[config.mk]
export PLATFORM = sky130hd
export DESIGN_NAME = pipeline_stall_controller_flat
export DESIGN_NICKNAME = d
export VERILOG_FILES = /design/src/rtl/pipeline_stall_controller_if.sv /design/src/rtl/pipeline_stall_controller.sv /design/src/flat_wrapper.sv
export SDC_FILE = /design/constraint.sdc
export NUM_CORES = 1
export LEC_CHECK = 0
export BUFFER_PORTS_ARGS = -buffer_cell sky130_fd_sc_hd__buf_2
export CORE_ASPECT_RATIO = 1.2
export CORE_MARGIN = 4
export CORE_UTILIZATION = 50
export CTS_BUF_LIST = sky130_fd_sc_hd__clkbuf_8
export DETAILED_ROUTE_END_ITERATION = 6
export PLACE_DENSITY = 0.89
export SETUP_SLACK_MARGIN = 0.02
export SYNTH_ARGS = -nofsm -noshare
export SYNTH_HDL_FRONTEND = slang
export SYNTH_SLANG_ARGS = --single-unit
export TNS_END_PERCENT = 30
[constraint.sdc]
create_clock -name clk -period 2.31 [get_ports clk]
set_input_delay 0.5775 -clock clk [delete_from_list [all_inputs] [get_ports clk]]
set_output_delay 0.5775 -clock clk [all_outputs]
set_load 0.01 [all_outputs]
[src/rtl/pipeline_stall_controller_if.sv]
// Hazard/stall control bundle between the pipeline datapath and the stall controller.
// The datapath drives hazard sources through master; the controller answers through slave.
interface pipeline_stall_controller_if;
  logic [4:0]  decode_rs1_address;
  logic        decode_rs1_used;
  logic [4:0]  decode_rs2_address;
  logic        decode_rs2_used;
  logic [4:0]  execution_rd_address;
  logic        execution_load;
  logic        execution_rd_write_enable;
  logic        branch_taken;
  logic        instruction_cache_ready;
  logic        data_cache_request;
  logic        data_cache_ready;

  logic        stall_program_counter_stage;
  logic        stall_instruction_fetch_stage;
  logic        stall_decode_stage;
  logic        stall_execution_stage;
  logic        stall_memory_stage;
  logic        clear_decode_stage;
  logic        clear_execution_stage;
  logic [1:0]  state;
  logic        miss_timeout;
  logic [15:0] stall_cycle_count;

  modport master (
    output decode_rs1_address, decode_rs1_used, decode_rs2_address, decode_rs2_used,
           execution_rd_address, execution_load, execution_rd_write_enable, branch_taken,
           instruction_cache_ready, data_cache_request, data_cache_ready,
    input  stall_program_counter_stage, stall_instruction_fetch_stage, stall_decode_stage,
           stall_execution_stage, stall_memory_stage, clear_decode_stage,
           clear_execution_stage, state, miss_timeout, stall_cycle_count
  );

  modport slave (
    input  decode_rs1_address, decode_rs1_used, decode_rs2_address, decode_rs2_used,
           execution_rd_address, execution_load, execution_rd_write_enable, branch_taken,
           instruction_cache_ready, data_cache_request, data_cache_ready,
    output stall_program_counter_stage, stall_instruction_fetch_stage, stall_decode_stage,
           stall_execution_stage, stall_memory_stage, clear_decode_stage,
           clear_execution_stage, state, miss_timeout, stall_cycle_count
  );
endinterface

[src/rtl/pipeline_stall_controller.sv]
// Central stall/bubble sequencer for the five-stage pipeline: Mealy stage controls,
// miss wait-state tracking, a sticky miss watchdog and a saturating stall-cycle counter.
module pipeline_stall_controller #(
  parameter int unsigned TimeoutCycles = 64
) (
  input logic                          clk,
  input logic                          rst_n,
  pipeline_stall_controller_if.slave   ctrl
);

  typedef enum logic [1:0] {
    StRun   = 2'b00,
    StDwait = 2'b01,
    StIwait = 2'b10
  } state_e;

  localparam logic [7:0] WaitMax = 8'(TimeoutCycles - 1);

  state_e      state_q, state_d;
  logic [7:0]  wait_count_q, wait_count_d;
  logic        miss_timeout_q, miss_timeout_d;
  logic [15:0] stall_cycle_count_q, stall_cycle_count_d;

  logic dmiss, imiss, load_use, rs1_hit, rs2_hit, stays_waiting;
  logic stall_pc, stall_if, stall_id, stall_ex, stall_mem, clear_id, clear_ex;

  assign dmiss   = ctrl.data_cache_request & ~ctrl.data_cache_ready;
  assign imiss   = ~ctrl.instruction_cache_ready;
  assign rs1_hit = ctrl.decode_rs1_used & (ctrl.decode_rs1_address == ctrl.execution_rd_address);
  assign rs2_hit = ctrl.decode_rs2_used & (ctrl.decode_rs2_address == ctrl.execution_rd_address);
  assign load_use = ctrl.execution_load & ctrl.execution_rd_write_enable &
                    (ctrl.execution_rd_address != 5'd0) & (rs1_hit | rs2_hit);

  // Stage controls; reset forces every stage to hold and bubble.
  always_comb begin
    stall_pc  = 1'b0;
    stall_if  = 1'b0;
    stall_id  = 1'b0;
    stall_ex  = 1'b0;
    stall_mem = 1'b0;
    clear_id  = 1'b0;
    clear_ex  = 1'b0;
    if (!rst_n) begin
      {stall_pc, stall_if, stall_id, stall_ex, stall_mem} = 5'b11111;
      {clear_id, clear_ex} = 2'b11;
    end else if (dmiss) begin
      {stall_pc, stall_if, stall_id, stall_ex, stall_mem} = 5'b11111;
    end else if (ctrl.branch_taken) begin
      {clear_id, clear_ex} = 2'b11;
    end else if (load_use) begin
      {stall_pc, stall_if, stall_id} = 3'b111;
      clear_ex = 1'b1;
    end else if (imiss) begin
      {stall_pc, stall_if} = 2'b11;
      clear_id = 1'b1;
    end
  end

  always_comb begin
    state_d = state_q;
    unique case (state_q)
      StRun: begin
        if (dmiss)      state_d = StDwait;
        else if (imiss) state_d = StIwait;
      end
      StDwait: begin
        if (!dmiss)     state_d = imiss ? StIwait : StRun;
      end
      StIwait: begin
        if (dmiss)      state_d = StDwait;
        else if (!imiss) state_d = StRun;
      end
      default: state_d = StRun;
    endcase
  end

  assign stays_waiting = (state_d == state_q) && (state_q != StRun);

  always_comb begin
    wait_count_d = '0;
    if (stays_waiting) begin
      wait_count_d = (wait_count_q == WaitMax) ? wait_count_q : wait_count_q + 8'd1;
    end
    miss_timeout_d = miss_timeout_q | (stays_waiting && (wait_count_q == WaitMax));
    stall_cycle_count_d = stall_cycle_count_q;
    if (stall_pc && (stall_cycle_count_q != 16'hFFFF)) begin
      stall_cycle_count_d = stall_cycle_count_q + 16'd1;
    end
  end

  always_ff @(posedge clk or negedge rst_n) begin
    if (!rst_n) begin
      state_q             <= StRun;
      wait_count_q        <= '0;
      miss_timeout_q      <= 1'b0;
      stall_cycle_count_q <= '0;
    end else begin
      state_q             <= state_d;
      wait_count_q        <= wait_count_d;
      miss_timeout_q      <= miss_timeout_d;
      stall_cycle_count_q <= stall_cycle_count_d;
    end
  end

  assign ctrl.stall_program_counter_stage   = stall_pc;
  assign ctrl.stall_instruction_fetch_stage = stall_if;
  assign ctrl.stall_decode_stage            = stall_id;
  assign ctrl.stall_execution_stage         = stall_ex;
  assign ctrl.stall_memory_stage            = stall_mem;
  assign ctrl.clear_decode_stage            = clear_id;
  assign ctrl.clear_execution_stage         = clear_ex;
  assign ctrl.state                         = state_q;
  assign ctrl.miss_timeout                  = miss_timeout_q;
  assign ctrl.stall_cycle_count             = stall_cycle_count_q;

endmodule

[src/flat_wrapper.sv]
// flat-port wrapper written by rule: the top's interface ports become plain ports
module pipeline_stall_controller_flat 
#(
  parameter int unsigned TimeoutCycles = 64
)
  (clk, rst_n, ctrl_decode_rs1_address, ctrl_decode_rs1_used, ctrl_decode_rs2_address, ctrl_decode_rs2_used, ctrl_execution_rd_address, ctrl_execution_load, ctrl_execution_rd_write_enable, ctrl_branch_taken, ctrl_instruction_cache_ready, ctrl_data_cache_request, ctrl_data_cache_ready, ctrl_stall_program_counter_stage, ctrl_stall_instruction_fetch_stage, ctrl_stall_decode_stage, ctrl_stall_execution_stage, ctrl_stall_memory_stage, ctrl_clear_decode_stage, ctrl_clear_execution_stage, ctrl_state, ctrl_miss_timeout, ctrl_stall_cycle_count);
  pipeline_stall_controller_if ctrl_i ();
  input logic clk;
  input logic rst_n;
  input wire logic [$bits(ctrl_i.decode_rs1_address)-1:0] ctrl_decode_rs1_address;
  input wire logic [$bits(ctrl_i.decode_rs1_used)-1:0] ctrl_decode_rs1_used;
  input wire logic [$bits(ctrl_i.decode_rs2_address)-1:0] ctrl_decode_rs2_address;
  input wire logic [$bits(ctrl_i.decode_rs2_used)-1:0] ctrl_decode_rs2_used;
  input wire logic [$bits(ctrl_i.execution_rd_address)-1:0] ctrl_execution_rd_address;
  input wire logic [$bits(ctrl_i.execution_load)-1:0] ctrl_execution_load;
  input wire logic [$bits(ctrl_i.execution_rd_write_enable)-1:0] ctrl_execution_rd_write_enable;
  input wire logic [$bits(ctrl_i.branch_taken)-1:0] ctrl_branch_taken;
  input wire logic [$bits(ctrl_i.instruction_cache_ready)-1:0] ctrl_instruction_cache_ready;
  input wire logic [$bits(ctrl_i.data_cache_request)-1:0] ctrl_data_cache_request;
  input wire logic [$bits(ctrl_i.data_cache_ready)-1:0] ctrl_data_cache_ready;
  output wire logic [$bits(ctrl_i.stall_program_counter_stage)-1:0] ctrl_stall_program_counter_stage;
  output wire logic [$bits(ctrl_i.stall_instruction_fetch_stage)-1:0] ctrl_stall_instruction_fetch_stage;
  output wire logic [$bits(ctrl_i.stall_decode_stage)-1:0] ctrl_stall_decode_stage;
  output wire logic [$bits(ctrl_i.stall_execution_stage)-1:0] ctrl_stall_execution_stage;
  output wire logic [$bits(ctrl_i.stall_memory_stage)-1:0] ctrl_stall_memory_stage;
  output wire logic [$bits(ctrl_i.clear_decode_stage)-1:0] ctrl_clear_decode_stage;
  output wire logic [$bits(ctrl_i.clear_execution_stage)-1:0] ctrl_clear_execution_stage;
  output wire logic [$bits(ctrl_i.state)-1:0] ctrl_state;
  output wire logic [$bits(ctrl_i.miss_timeout)-1:0] ctrl_miss_timeout;
  output wire logic [$bits(ctrl_i.stall_cycle_count)-1:0] ctrl_stall_cycle_count;
  assign ctrl_i.decode_rs1_address = ctrl_decode_rs1_address;
  assign ctrl_i.decode_rs1_used = ctrl_decode_rs1_used;
  assign ctrl_i.decode_rs2_address = ctrl_decode_rs2_address;
  assign ctrl_i.decode_rs2_used = ctrl_decode_rs2_used;
  assign ctrl_i.execution_rd_address = ctrl_execution_rd_address;
  assign ctrl_i.execution_load = ctrl_execution_load;
  assign ctrl_i.execution_rd_write_enable = ctrl_execution_rd_write_enable;
  assign ctrl_i.branch_taken = ctrl_branch_taken;
  assign ctrl_i.instruction_cache_ready = ctrl_instruction_cache_ready;
  assign ctrl_i.data_cache_request = ctrl_data_cache_request;
  assign ctrl_i.data_cache_ready = ctrl_data_cache_ready;
  assign ctrl_stall_program_counter_stage = ctrl_i.stall_program_counter_stage;
  assign ctrl_stall_instruction_fetch_stage = ctrl_i.stall_instruction_fetch_stage;
  assign ctrl_stall_decode_stage = ctrl_i.stall_decode_stage;
  assign ctrl_stall_execution_stage = ctrl_i.stall_execution_stage;
  assign ctrl_stall_memory_stage = ctrl_i.stall_memory_stage;
  assign ctrl_clear_decode_stage = ctrl_i.clear_decode_stage;
  assign ctrl_clear_execution_stage = ctrl_i.clear_execution_stage;
  assign ctrl_state = ctrl_i.state;
  assign ctrl_miss_timeout = ctrl_i.miss_timeout;
  assign ctrl_stall_cycle_count = ctrl_i.stall_cycle_count;
  pipeline_stall_controller #(.TimeoutCycles(TimeoutCycles)) u_core (.clk(clk), .rst_n(rst_n), .ctrl(ctrl_i));
endmodule
Word level (Yosys, flattened, before mapping)
Index checks and enable logic that the tools add are counted.
Widths: inputs -> output; s select.
Word-level totals
  output and inout bits: 26
  input bits: 25
  register bits: 27
  logic and storage cells: 56
Operators by class
  $add $sub $neg: 2
  bitwise operators: 9
  muxes and demuxes: 27
  reduce and logical (&&, ||, !) cells: 6
  equal/unequal tests: 8
Operators by type and width (number)
  $mux 1: 18
  $add 16x1->16 const B: 1
  $mux 8: 2
  $ne 16x16->1 const B: 1
  $mux 2: 6
  $eq 5x5->1: 2
  $add 8x1->8 const B: 1
  $eq 8x6->1 const B: 1
  $and 1x1->1: 6
  $pmux 2 s3: 1
  $reduce_bool 5->1: 1
  $logic_and 1x1->1: 3
  $eq 2x1->1 const B: 1
  $eq 2x2->1: 1
  $eq 2x2->1 const B: 1
  $logic_not 2->1: 1
  $ne 2x2->1 const B: 1
  $or 1x1->1: 2
  $reduce_bool 2->1: 1
  $not 1->1: 1

Logic depth before layout (Yosys ltp)
  word-level depth: 9
  mapped depth: 8
  depth with buffers taken out: 8

Least setup slack after synthesis
Ideal clock, no wire load.
  path type: input-to-output
  start: in ctrl_execution_rd_address[0]
  end: out ctrl_stall_program_counter_stage
  path buffers: 1
  required time: 1.732 ns
  path slack: -0.061 ns
  arrival: 1.794 ns
  stages on the path: 5
  path through: or3_1 > o311a_1 > a21boi_0 > o21ai_0 > buf_4
Between the ends
  word-level cells in the longest chain between the ends: 8
  elaborated cells on any way between the ends: 12
  those cells by class: 2 x eq/ne; 4 x mux; 5 x bitwise; 1 x reduce/logical
Ends and longest elaborated chain
  from (decl): line flat_wrapper.sv:14  | input wire logic [$bits(ctrl_i.execution_rd_address)-1:0] ctrl_execution_rd_address;
  $eq 5x5->1, on equally long branches: line pipeline_stall_controller.sv:29, pipeline_stall_controller.sv:30
  $and 1x1->1, on equally long branches: line pipeline_stall_controller.sv:29, pipeline_stall_controller.sv:30
  $or 1x1->1: line pipeline_stall_controller.sv:32  | (ctrl.execution_rd_address != 5'd0) & (rs1_hit | rs2_hit);
  $and 1x1->1 *: line pipeline_stall_controller.sv:32
  $mux 1 * (4 in a row)
  to (decl): line flat_wrapper.sv:21  | output wire logic [$bits(ctrl_i.stall_program_counter_stage)-1:0] ctrl_stall_program_counter_stage;
Mark *: on every way between the ends. The rest lies on a longest branch, timed or not.

Worst setup path after layout
  start: in ctrl_execution_rd_address[0]
  end: out ctrl_clear_decode_stage
Between the ends
  word-level cells in the longest chain between the ends: 8
  elaborated cells on any way between the ends: 12
  those cells by class: 2 x eq/ne; 4 x mux; 5 x bitwise; 1 x reduce/logical
Ends and longest elaborated chain
  $eq 5x5->1, on equally long branches: line pipeline_stall_controller.sv:29, pipeline_stall_controller.sv:30
  $and 1x1->1, on equally long branches: line pipeline_stall_controller.sv:29, pipeline_stall_controller.sv:30
  $or 1x1->1: line pipeline_stall_controller.sv:32
  $and 1x1->1 *: line pipeline_stall_controller.sv:32
  $mux 1 *: line pipeline_stall_controller.sv:50  | end else if (load_use) begin
  $mux 1 *: line pipeline_stall_controller.sv:48  | end else if (ctrl.branch_taken) begin
  $mux 1 *: line pipeline_stall_controller.sv:46  | end else if (dmiss) begin
  $mux 1 *: line pipeline_stall_controller.sv:43  | if (!rst_n) begin
  to (decl): line flat_wrapper.sv:26  | output wire logic [$bits(ctrl_i.clear_decode_stage)-1:0] ctrl_clear_decode_stage;
Marked as above.

==> out/metrics.cfg <==
[placed_design]
pre_cts_ws_ns = -0.165
port_buffers = 50
place.gp.congestion = 0.776
postPlaceCellArea_mm2 = 0.00179
place.detailed.hpwl_um = 2530

[critical_path]
r2r_end = u_core.ctrl.stall_cycle_count[15]
worst_path_largest_cell_delay_ns = 0.35
critPathLaunchType = input pin
rr_worst_depth = 7
endpoint_kind = output pin
path_buf_inv = 2
critPathArrivalTime_ns = 1.84
worstSetupPathType = in2out
r2r_setup_slack_ns = 0.29
cp.depth = 8
r2r_start = u_core.ctrl.stall_cycle_count[0]
cp_max_fo = 3
path_delay_family = simple AND/OR/NAND/NOR gates
critPathRequiredTime_ns = 1.73
slowest_stage = or3_1
path_cells = buf_6, or3_1, o311a_1, and2_4, nor2_2, o21ai_1, nand2_1, buf_2

[cells_and_area]
final-seq-area_um2 = 676
syn_to_final_growth_pct = 28.7
n_fill_cell = 231
multi_input_area_um2 = 795
drive_above_1_share_pct = 37.4
design_area_mm2 = 0.00188
nNetsFinal = 234
antenna_cells = 0

[routing]
ant_nets = 0
dr.pass1.iters = 4
routedWlPerCell_um = 12.9
drt_wl_total_um = 3110
routed_via_density = 5.31
dr_total_vias = 1275
drtIter0Drc = 29
drc = 0

[yosys]
yosys.area.top_type = dfrtp_1
ys_types = 36
synth-simple-area-share_pct = 24.6
synth_fa_ha_area_share_pct = 1.71
ys_ff_latch = 27
synth_edf_count = 0
yosysSeqAreaShare_pct = 46.2
synth_top_family_by_area = simple AND/OR/NAND/NOR gates
synth_area_leaders = dfrtp_1 46%, xnor2_1 13%, xor2_1 3.6%
synth-xor-area-share_pct = 16.8
synthMuxAreaShare_pct = 0.770
synth.top_cell.area_share_pct = 46.2
synth_compound_area_share_pct = 7.70
synth_most_common_cell = dfrtp_1
ys_warn_count = 0
synth_common_cells = 27 x dfrtp_1, 22 x xnor2_1, 13 x nand2_1
syn_nets = 175
syn_avg_cell_area_um2 = 9.88
synth_area_mm2 = 0.00146
synthFlopType = dfrtp_1
synthCells = 148
async_flop_share_pct = 100

[run_status]
outcome = finished, violations left
failed_checks = setup timing

[timing]
timing.hold.ws_ns = 0.249
rsz0062_at_grt = true
finalCriticalPeriod_ns = 2.42
fmaxAchievable_mhz = 413
worst_slack_ns = -0.109
setup_viol = 5
worst_pin_slew_ns = 0.280
maxSlewViolCount = 0
period_share_pct = 105
finClkSkew_ns = 0.00695
relSlewSlack_pct = 81.2
timing.setup.tns_ns = -0.350
hold_viol = 0

[global_route]
grt_antenna_before_repair = 0
grt_remaining_overflow = 0
grt_usage_pct = 17.4
grt_pass1_wl_um = 5380
grt_max_degree = 21
grt_pass1_vias = 1281

[power_and_ir_drop]
ir_drop_mv = 0.354
p_leak_nw = 0.929
p_total_mw = 1.19
power_density_mw_per_mm2 = 632

[cts]
cts_tree = built
clockRootBuffer = clkbuf_8
numCtsBuffers = 3
clkTransAtPathRegs_ns = 0.08
htreeDepth = 1
ctsHoldBuffers = 0
cts.path.max_buffers = 2
clk_latency_ns = 0.27
clock_sinks = 27

[floorplan]
die_y_um = 67.3
design.die.area_mm2 = 0.00386
die_x_um = 57.4
placementRows = 21
io_pins = 51
core_area_mm2 = 0.00281
start_util_pct = 52.0

[worst_hold_path]
hold_path.class = in2async

[job]
drv_cap = 0

-- through the flow --
| step | util, % | cells |
|---|---|---|
| final | 66.9 | 240 |
| after global routing | 66.9 | 240 |
| after CTS | 66.2 | 240 |
| after detailed placement | 63.8 | 236 |
| after global placement | 63.8 | 236 |
| after floorplan | - | 148 |
-- timing repair --
item	4_1_cts	5_1_grt
endpoints found under the setup margin	5	5
endpoints found under the hold margin	0	0
cloned	0	0
gates resized for setup	6	5
pin swaps	3	3
buffers inserted	0	0
-- state kept, by name, indices dropped and copies added (netlist names) --
| name | cells |
|---|---|
| u_core.ctrl.stall_cycle_count | 16 |
| u_core.wait_count_q | 8 |
| u_core.ctrl.state | 2 |
| u_core.ctrl.miss_timeout | 1 |
-- area by class of cell --
| class | instances | area share [%] |
|---|---|---|
| tap | 34 | 2.26 |
| multi-input combinational | 114 | 42.2 |
| clock buffer | 3 | 2.19 |
| clock inverter | 1 | 0.199 |
| timing repair buffer | 57 | 16.4 |
| inverter | 4 | 0.798 |
| sequential | 27 | 35.9 |
-- per-layer routing --
| layer | track usage (%) | share of wire [%] |
|---|---|---|
| met1 | 22.4 | 43 |
| met2 | 29.8 | 49 |
| met3 | 2.29 | 6.1 |
| met4 | 6.67 | 1.6 |
| met5 | 0 | 0 |
-- cell families (layout without fill, tap and decap cells) --
kind of cell,after synthesis,count (layout)
and+or+nand+nor,65,65
xor gates and xnor gates,28,28
DFF,27,27
AOI/OAI and AO/OA,18,18
buffers and inverters,7,65
adders and majority gates,2,2
muxes,1,1
-- how the worst max path moves through the flow --
| stage | slack [ns] | from | endpoint |
|---|---|---|---|
| global placement | -0.15 | ctrl_execution_rd_address[0] | ctrl_clear_execution_stage |
| detailed placement | -0.17 | ctrl_execution_rd_address[0] | ctrl_clear_execution_stage |
| floorplan | 0.06 | ctrl_execution_rd_address[0] | ctrl_clear_decode_stage |
| global route | -0.18 | ctrl_execution_rd_address[0] | ctrl_clear_decode_stage |
| CTS | -0.12 | ctrl_execution_rd_address[0] | ctrl_clear_execution_stage |
| finish | -0.11 | ctrl_execution_rd_address[0] | ctrl_clear_decode_stage |
-- power by group --
group	total, mW	internal, mW	leakage (nW)	switching [mW]
combinational	0.321	0.159	0.542	0.162
clock	0.260	0.119	0.0269	0.140
sequential	0.608	0.536	0.360	0.0729
-- placed cells by master (no fill, tap or decap), types with 3 or more instances in the layout --
master,netlist,routed
buf_2,0,49
dfrtp_1,27,27
xnor2_1,22,19
nand2_1,13,13
nor2_1,12,11
nand3_1,10,10
nand4_1,7,7
buf_4,2,7
and3_1,6,6
xor2_1,6,6
a21oi_1,5,5
inv_1,4,5
xnor2_2,0,3
o21ai_2,1,3
clkbuf_8,0,3
No activity file was read; power rests on OpenSTA's default activity.
